`src/rtl/shift_deser_rx.sv`:
```
// Framed serial receiver (start, WIDTH data bits, optional parity, stop) with valid/ack handshake.
// Define SHIFTRX_PARITY_EN to insert one parity bit after the data; its sense is set by PARITY_ODD.
module shift_deser_rx #(
    parameter int WIDTH      = 4,
    parameter bit PARITY_ODD = 1'b0
) (
    input  logic             CLK,
    input  logic             Clear,
    input  logic             InS,
    input  logic             InEn,
    input  logic             RL,
    input  logic             Ack,
    output logic [WIDTH-1:0] D,
    output logic             Valid,
    output logic             FrameErr,
    output logic             Overrun
);

`ifdef SHIFTRX_PARITY_EN
    typedef enum logic [1:0] {IDLE, DATA, PAR, STOP} state_t;
`else
    typedef enum logic [1:0] {IDLE, DATA, STOP} state_t;
`endif

    localparam int            CW   = $clog2(WIDTH);
    localparam logic [CW-1:0] LAST = CW'(WIDTH - 1);

    state_t           state;
    state_t           state_nxt;
    logic [WIDTH-1:0] sh;
    logic [CW-1:0]    cnt;
    logic             rl_q;
    logic             perr;
    logic             fin_good;
    logic             fin_bad;

    logic             start_bit;
    logic             data_bit;
    logic             par_bit;
    logic             stop_bit;
    logic             good;
    logic             bad;

    // NOTE: sequential state uses non-blocking assignments so every register samples pre-edge values.
    always_ff @(negedge CLK) begin
        if (Clear) begin
            state <= IDLE;
        end else begin
            state <= state_nxt;
        end
    end

    // NOTE: every always_comb output gets a default first so no latch can be inferred.
    always_comb begin
        state_nxt = state;
        if (InEn) begin
            case (state)
                IDLE: if (!InS) state_nxt = DATA;
`ifdef SHIFTRX_PARITY_EN
                DATA: if (cnt == LAST) state_nxt = PAR;
                PAR:  state_nxt = STOP;
`else
                DATA: if (cnt == LAST) state_nxt = STOP;
`endif
                STOP:    state_nxt = IDLE;
                default: state_nxt = IDLE;
            endcase
        end
    end

    always_comb begin
        start_bit = 1'b0;
        data_bit  = 1'b0;
        par_bit   = 1'b0;
        stop_bit  = 1'b0;
        if (InEn) begin
            case (state)
                IDLE: start_bit = !InS;
                DATA: data_bit  = 1'b1;
`ifdef SHIFTRX_PARITY_EN
                PAR:  par_bit   = 1'b1;
`endif
                STOP:    stop_bit = 1'b1;
                default: ;
            endcase
        end
    end

    assign good = stop_bit && InS && !perr;
    assign bad  = stop_bit && !good;

    // Receive datapath; fin_* carry the frame verdict to the handshake one edge later.
    always_ff @(negedge CLK) begin
        if (Clear) begin
            sh       <= '0;
            cnt      <= '0;
            rl_q     <= 1'b0;
            perr     <= 1'b0;
            fin_good <= 1'b0;
            fin_bad  <= 1'b0;
        end else begin
            fin_good <= good;
            fin_bad  <= bad;
            if (start_bit) begin
                rl_q <= RL;
                sh   <= '0;
                cnt  <= '0;
                perr <= 1'b0;
            end
            if (data_bit) begin
                if (rl_q) begin
                    sh <= {sh[WIDTH-2:0], InS};
                end else begin
                    sh <= {InS, sh[WIDTH-1:1]};
                end
                cnt <= cnt + CW'(1);
            end
            if (par_bit) begin
                perr <= InS ^ (^sh) ^ PARITY_ODD;
            end
        end
    end

    // Handshake runs on every edge; sh is still intact on the edge after the stop bit.
    always_ff @(negedge CLK) begin
        if (Clear) begin
            D        <= '0;
            Valid    <= 1'b0;
            FrameErr <= 1'b0;
            Overrun  <= 1'b0;
        end else begin
            FrameErr <= fin_bad;
            if (fin_good) begin
                if (!Valid || Ack) begin
                    D     <= sh;
                    Valid <= 1'b1;
                end
            end else if (Ack) begin
                Valid <= 1'b0;
            end
            if (fin_good && Valid && !Ack) begin
                Overrun <= 1'b1;
            end else if (Ack) begin
                Overrun <= 1'b0;
            end
        end
    end

endmodule

```
`config.mk`:
```
export PLATFORM = sky130hd
export DESIGN_NAME = shift_deser_rx
export DESIGN_NICKNAME = d
export VERILOG_FILES = /design/src/rtl/shift_deser_rx.sv
export SDC_FILE = /design/constraint.sdc
export NUM_CORES = 1
export LEC_CHECK = 0
export BUFFER_PORTS_ARGS = -buffer_cell sky130_fd_sc_hd__buf_2
export CORE_MARGIN = 5
export CORE_UTILIZATION = 50
export CTS_CLUSTER_SIZE = 8
export DETAILED_ROUTE_END_ITERATION = 8
export GPL_TIMING_DRIVEN = 0
export PLACE_DENSITY = 0.77
export SETUP_SLACK_MARGIN = 0.1
export SLEW_MARGIN = 40
export SYNTH_ARGS = -nofsm -noshare
export SYNTH_HDL_FRONTEND = slang
export SYNTH_SLANG_ARGS = --single-unit
```
`constraint.sdc`:
```
create_clock -name CLK -period 3 [get_ports CLK]
set_clock_uncertainty 0.1 [all_clocks]
set_input_delay 0.3 -clock CLK [delete_from_list [all_inputs] [get_ports CLK]]
set_output_delay 0.3 -clock CLK [all_outputs]
set_load 0.03 [all_outputs]
```
== Yosys cells after proc, flatten, opt, wreduce, memory -nomap -nowiden ==
Cells that the tools add are included.

* Register bits: 18
* Input port bits: 6
* Output and inout port bits: 7
* Logic and storage cells: 51

* $add $sub $neg: 1
* Equality and inequality tests: 6
* Muxes and demuxes: 18
* Reductions and logical operators: 16

{| class="wikitable"
|+ Operator list
! cell !! number
|-
| $mux 4 || 3
|-
| $mux 1 || 10
|-
| $mux 2 || 4
|-
| $reduce_bool 2->1 || 3
|-
| $eq 2x2->1 const B || 2
|-
| $logic_and 1x1->1 || 4
|-
| $logic_not 1->1 || 4
|-
| $ne 2x2->1 const B || 2
|-
| $pmux 2 s2 || 1
|-
| $reduce_and 2->1 || 2
|-
| $reduce_and 3->1 || 1
|-
| $add 2x1->2 const B || 1
|-
| $eq 2x1->1 const B || 1
|-
| $logic_not 2->1 || 1
|-
| $ne 2x1->1 const B || 1
|-
| $logic_or 1x1->1 || 1
|}

== Logic depth before layout (Yosys ltp) ==
Gate-level depths: netlist (run 1).

* Word-level depth: 6
* Depth in mapped cells: 4
* Gate-level depth less buffers: 4

==> results of run 1 <==
## tightest hold or removal path: stages (launching register included)
cell	delay, ns
dfxtp_1	0.31
inv_1	0.05
a21oi_1	0.05
## cell usage after synthesis (all sizes together)
cell type   n
dfxtp      18
nand2b     11
mux2i       9
a21oi       5
inv         5
o22ai       4
nor2        3
nor2b       3
clkbuf      2
nand3       2
a21boi      1
and2        1
and4        1
and4bb      1
buf         1
ha          1
nand3b      1
nor3        1
nor4b       1
o21ai       1
o32ai       1
or2b        1
## where the power goes
part           total, mW  switching [mW]  internal, mW
sequential         0.249         0.00434         0.244
clock              0.214           0.135        0.0799
combinational     0.0318          0.0162        0.0156
## sequential cells by signal, indices dropped and copies added, names as in the netlist
register  count
sh            4
Overrun       1
state         2
fin_bad       1
rl_q          1
fin_good      1
D             4
Valid         1
FrameErr      1
cnt           2
## layer usage
layer | track usage | share of wire | vias to the layer above | wire length (µm)
met5 | 0 | 0 | - | 0
met4 | 0.157 | 0.031 | 0 | 44
met3 | 0.0673 | 0.055 | 5 | 78
met2 | 0.202 | 0.50 | 14 | 716
met1 | 0.127 | 0.41 | 292 | 591
li1 | - | - | 321 | -
## cells by family after synthesis
| group | Yosys count |
|---|---|
| AND/OR/NAND/NOR | 26 |
| AO/OA/AOI/OAI | 12 |
| adder cells (fa/ha/maj) | 1 |
| flip-flops | 18 |
| multiplexers | 9 |
| buffers and inverters | 8 |
## metrics by stage
step / setup slack (ns) / hold WS, ns / area, µm² / util / power (mW)
2_1_floorplan: 0.441 / 0.314 / 763 / - / 0.312
3_3_place_gp: 0.294 / 0.320 / 843 / 0.573 / 0.322
3_5_place_dp: 0.285 / 0.350 / 843 / 0.573 / 0.323
4_1_cts: 0.178 / 0.350 / 935 / 0.635 / 0.510
5_1_grt: 0.118 / 0.369 / 935 / 0.635 / 0.554
6_report: 0.203 / 0.357 / 935 / 0.635 / 0.495
## cell usage in the layout (no fill, tap or decap), drive strengths merged, types with 2 or more instances in the layout
cell    synthesis  routed
inv             5      22
dfxtp          18      18
buf             1      13
nand2b         11      11
mux2i           9       9
a21oi           5       5
clkbuf          2       5
o22ai           4       4
nor2            3       3
nor2b           3       3
nand3           2       2
## worst paths after layout
path / depth (start not counted) / startpoint / slack [ns] / end
worst max register to register: 3 / state[1] / 1.79 / rl_q
worst min register to register: 2 / fin_good / 0.36 / Valid
worst min-delay path: 2 / fin_good / 0.36 / Valid
worst max-delay path: 1 / Valid / 0.20 / Valid
## layout make-up
cell class / count / area [µm²] / share of cell area
Timing Repair Buffer: 12 / 60.1 / 0.0643
Clock buffer: 3 / 22.5 / 0.0241
Buffer: 3 / 15.0 / 0.0161
Sequential cell: 18 / 360 / 0.386
Clock inverter: 19 / 72.6 / 0.0776
Multi-Input combinational cell: 48 / 369 / 0.395
Inverter: 4 / 15.0 / 0.0161
Tap cell: 16 / 20.0 / 0.0214
==> key figures, run 1 <==
Run status
  • Result of the run: finished clean

Clocking
  • Count of buffers added by post-CTS timing repair for setup: 0
  • Clock Sinks: 18
  • Clock-pin slew on the worst setup and hold paths: 0.04 ns
  • Number of clock buffers inserted by TritonCTS: 3
  • Clock insertion delay at the later pin of the skew report: 0.38 ns
  • # resized after CTS: 0
  • Number of buffers inserted for hold repair after clock tree synthesis: 0
  • CTS root buf: clkbuf_4
  • CTS HTree Levels: 1
  • CTS tree: done
  • Buffer depth of the longest clock path: 2

Drt
  • Post-detailed-route DRC marker count: 0
  • Avg Vias per Cell: 5.14
  • Drt total wl: 1430 µm
  • Routed wire length per instance: 11.6 µm
  • Antenna viol nets, final: 0
  • Violation count after the first detailed-route iteration: 4
  • Total number of vias: 632
  • First-pass detailed-route iteration total: 4

Placement
  • RePlAce Congestion: 0.698
  • Estimated wirelength of the detail-placed design: 975 µm
  • IO Port Bufs: 12
  • Cell total after placement: 102

Logic synthesis
  • Post-Synth XOR/XNOR Area: 0
  • Count of mapped cells out of synthesis: 74
  • Top cells by area in the synthesized netlist: dfxtp_1, mux2i_1, nand2b_1, a21oi_1, o22ai_1
  • Number of flip-flops and latches in the synthesized netlist: 18
  • Multiplexer share of the synthesized area: 0.118
  • Synthesized netlist net count: 81
  • Largest area contributor in the synthesized netlist: dfxtp_1
  • Yosys warnings: 0
  • Combinational family with the most area after synthesis: simple AND/OR/NAND/NOR gates
  • Sequential share of the synthesized area: 0.472
  • Simple-gate share of the synthesized area: 0.241
  • Area share of the leading cell type in the synthesized netlist: 0.472
  • Area of the mapped netlist: 763 µm²
  • Adder-cell area share of the yosys netlist: 0.0164
  • Post-synth cell types: 23
  • Mean instance size in the synthesized netlist: 10.3 µm²
  • Synth Area in Compound Gates: 0.108

Timing
  • Max-Slew Margin vs Limit: 0.805
  • Number of setup violations in the final report: 0
  • Count of final hold-check violations: 0
  • Fin Setup TNS: 0 ns
  • Unrepaired setup endpoints after global routing: false
  • Final count of pins violating max slew: 0
  • Transition time at the pin with the least slew margin: 0.291 ns

Power and ir drop
  • Cell leakage power: 0.428 nW
  • Max rail drop VDD: 274 µV
  • Pwr Density: 529 nW/µm²

Layout
  • Ant. Diodes: 0
  • Area grow syn2layout: 22.5%
  • Number of filler instances in the final layout: 123
  • Number of nets in the layout: 115
  • Final non-filler cell total: 123
  • Share of layout cells above drive strength 1: 0.224

Global routing
  • Global-route wire length before repair: 2520 µm
  • Leftover overflow at the end of global routing: 0
  • Number of global-route vias before repair: 645
  • Total GRT Usage: 0.137
  • Pin count of the biggest net entering global routing: 11
  • Initial antenna violation count: 0

Worst setup path
  • Buffering stage count on the worst path with inverters included: 1
  • Largest stage delay on the critical path: 0.34 ns
  • Worst EP arrival: 2.40 ns
  • Standard cell with the maximum stage delay on the critical path: dfxtp_1
  • Family of cells with the greatest summed delay on the critical path: flip-flops
  • Worst setup path category: reg2out
  • Setup crit start kind: register
  • Crit path cell chain: buf_2
  • Largest fanout on the critical path: 3
  • Required arrival time at the worst endpoint: 2.60 ns
  • Capturing element type of the critical path: primary output

Floorplan
  • Area of the placeable core: 1470 µm²
  • Die width: 49.1 µm
  • Area of the die: 2410 µm²
  • Starting Density: 0.519
  • Die height: 49.1 µm
  • # rows: 14
  • I/O pin total: 13

Run
  • Maximum capacitance violations: 0

Hold path
  • Type of the worst min-delay path: reg2reg
No activity file was read; power rests on OpenSTA's default activity.
==> run 2, diff against run 1 <==
--- a/config.mk
+++ b/config.mk
@@ -6,12 +6,14 @@
 export NUM_CORES = 1
 export LEC_CHECK = 0
 export BUFFER_PORTS_ARGS = -buffer_cell sky130_fd_sc_hd__buf_2
+export CELL_PAD_IN_SITES_DETAIL_PLACEMENT = 1
+export CELL_PAD_IN_SITES_GLOBAL_PLACEMENT = 2
 export CORE_MARGIN = 5
-export CORE_UTILIZATION = 50
+export CORE_UTILIZATION = 35
 export CTS_CLUSTER_SIZE = 8
 export DETAILED_ROUTE_END_ITERATION = 8
 export GPL_TIMING_DRIVEN = 0
-export PLACE_DENSITY = 0.77
+export PLACE_DENSITY = 0.83
 export SETUP_SLACK_MARGIN = 0.1
 export SLEW_MARGIN = 40
 export SYNTH_ARGS = -nofsm -noshare
==> run 2 against run 1 <==
- worst hold slack worse by 0.036 ns
- routed wire length grew 19%
- via count up 2.8%
- non-clock buffer count did not move
- largest power group unchanged
==> key figures, run 2 (synthesized netlist as in run 1, its figures left out) <==
Run status
  • Result of the run: finished clean

Clocking
  • Clock Sinks: 18 (unchanged)
  • Clock-pin slew on the worst setup and hold paths: 0.05 ns (about the same)
  • Number of clock buffers inserted by TritonCTS: 3 (unchanged)
  • Buffer depth of the longest clock path: 2 (unchanged)
  • Clock insertion delay at the later pin of the skew report: 0.35 ns (-0.03 ns)
  • CTS HTree Levels: 1 (unchanged)
  • CTS root buf: clkbuf_4
  • # resized after CTS: 0 (unchanged)
  • Count of buffers added by post-CTS timing repair for setup: 0 (unchanged)
  • Number of buffers inserted for hold repair after clock tree synthesis: 0 (unchanged)
  • CTS tree: done

Timing
  • Final count of pins violating max slew: 0 (unchanged)
  • Number of setup violations in the final report: 0 (unchanged)
  • Max-Slew Margin vs Limit: 0.795 (-0.0103)
  • Transition time at the pin with the least slew margin: 0.307 ns (+0.0155 ns)
  • Fin Setup TNS: 0 ns (unchanged)
  • Count of final hold-check violations: 0 (unchanged)
  • Unrepaired setup endpoints after global routing: false

Hold path
  • Instance count along the most critical hold path: 1 (-1)
  • Type of the worst min-delay path: reg2reg

Worst setup path
  • Capturing element type of the critical path: primary output
  • Stages on the worst setup path: 1 (unchanged)
  • Worst setup path category: reg2out
  • Largest fanout on the critical path: 3 (unchanged)
  • Worst EP arrival: 2.40 ns (about the same)
  • Crit path cell chain: buf_2
  • Required arrival time at the worst endpoint: 2.60 ns (about the same)
  • Number of cells traversed by the worst register-to-register path: 3 (unchanged)
  • Buffering stage count on the worst path with inverters included: 1 (unchanged)
  • Largest stage delay on the critical path: 0.34 ns (about the same)
  • Family of cells with the greatest summed delay on the critical path: flip-flops
  • Standard cell with the maximum stage delay on the critical path: dfxtp_1
  • Setup crit start kind: register

Global routing
  • Number of global-route vias before repair: 758 (+18%)
  • Total GRT Usage: 0.125 (-0.0126)
  • Leftover overflow at the end of global routing: 0 (unchanged)
  • Global-route wire length before repair: 3080 µm (+22%)
  • Pin count of the biggest net entering global routing: 11 (unchanged)
  • Initial antenna violation count: 0 (unchanged)

Drt
  • Post-detailed-route DRC marker count: 0 (unchanged)
  • Avg Vias per Cell: 4.85 (-5.6%)
  • Total number of vias: 650 (+2.8%)
  • Violation count after the first detailed-route iteration: 4 (unchanged)
  • Antenna viol nets, final: 0 (unchanged)
  • Routed wire length per instance: 12.7 µm (+9.3%)
  • Drt total wl: 1700 µm (+19%)
  • First-pass detailed-route iteration total: 4 (unchanged)

Floorplan
  • Area of the placeable core: 2150 µm² (+46%)
  • Die height: 56.7 µm (+16%)
  • Area of the die: 3210 µm² (+33%)
  • Starting Density: 0.355 (-0.163)
  • # rows: 17 (+3)
  • Die width: 56.7 µm (+16%)
  • I/O pin total: 13 (unchanged)

Power and ir drop
  • Pwr Density: 523 nW/µm² (-1.3%)
  • Max rail drop VDD: 211 µV (-23%)
  • Post-route total power: 0.494 mW (-0.26%)
  • Cell leakage power: 0.427 nW (about the same)

Layout
  • Number of nets in the layout: 115 (unchanged)
  • Top library cells by usage in the layout, fill and taps aside: inv_1, dfxtp_1, buf_2
  • Final non-filler cell area: 945 µm² (+1.1%)
  • Share of layout cells above drive strength 1: 0.217 (-0.00732)
  • Most frequent standard cell in the layout excluding fill and tap cells: inv_1
  • Largest registers: D x4, sh x4
  • Area grow syn2layout: 23.8%
  • Ant. Diodes: 0 (unchanged)

Placement
  • IO Port Bufs: 12 (unchanged)
  • Estimated wirelength of the detail-placed design: 1200 µm (+23%)
  • RePlAce Congestion: 0.701 (+0.39%)
  • Post-place instance area: 858 µm² (+1.8%)

Run
  • Maximum capacitance violations: 0 (unchanged)
[run 2: metal layers]
metal,GRT usage,wire [µm],vias to the layer above
met5,0,0,-
met4,0.0847,14,0
met3,0.0621,59,2
met2,0.223,924,7
met1,0.106,704,319
li1,-,-,322
[run 2: layout make-up]
type | count | area [µm²]
plain buffers | 3 | 15.0
clock inverters | 18 | 67.6
inverters | 4 | 15.0
multi-input cells | 48 | 369
repair buffers | 12 | 60.1
flip-flops and latches | 18 | 360
clock buffers | 3 | 22.5
well taps | 28 | 35.0
fillers | 255 | 1200
[run 2: power breakdown]
group	switching [mW]	total, mW	internal, mW
Sequential	0.00462	0.249	0.244
Combinational	0.0176	0.0332	0.0156
Clock	0.134	0.212	0.0778
[run 2: worst paths after layout]
kind                               start        to  slack, ns
worst min-delay path             fin_bad  FrameErr       0.32
worst min register to register   fin_bad  FrameErr       0.32
worst max register to register  state[1]      rl_q       1.76
worst max-delay path               Valid     Valid       0.20
[run 2: stage by stage]
step	instances	hold slack (ns)	setup WS, ns	utilization
floorplan	74	0.314	0.441	-
global placement	114	0.318	0.266	0.400
detailed placement	114	0.340	0.233	0.400
CTS	134	0.329	0.171	0.440
global route	134	0.368	0.126	0.440
finish	134	0.321	0.195	0.440
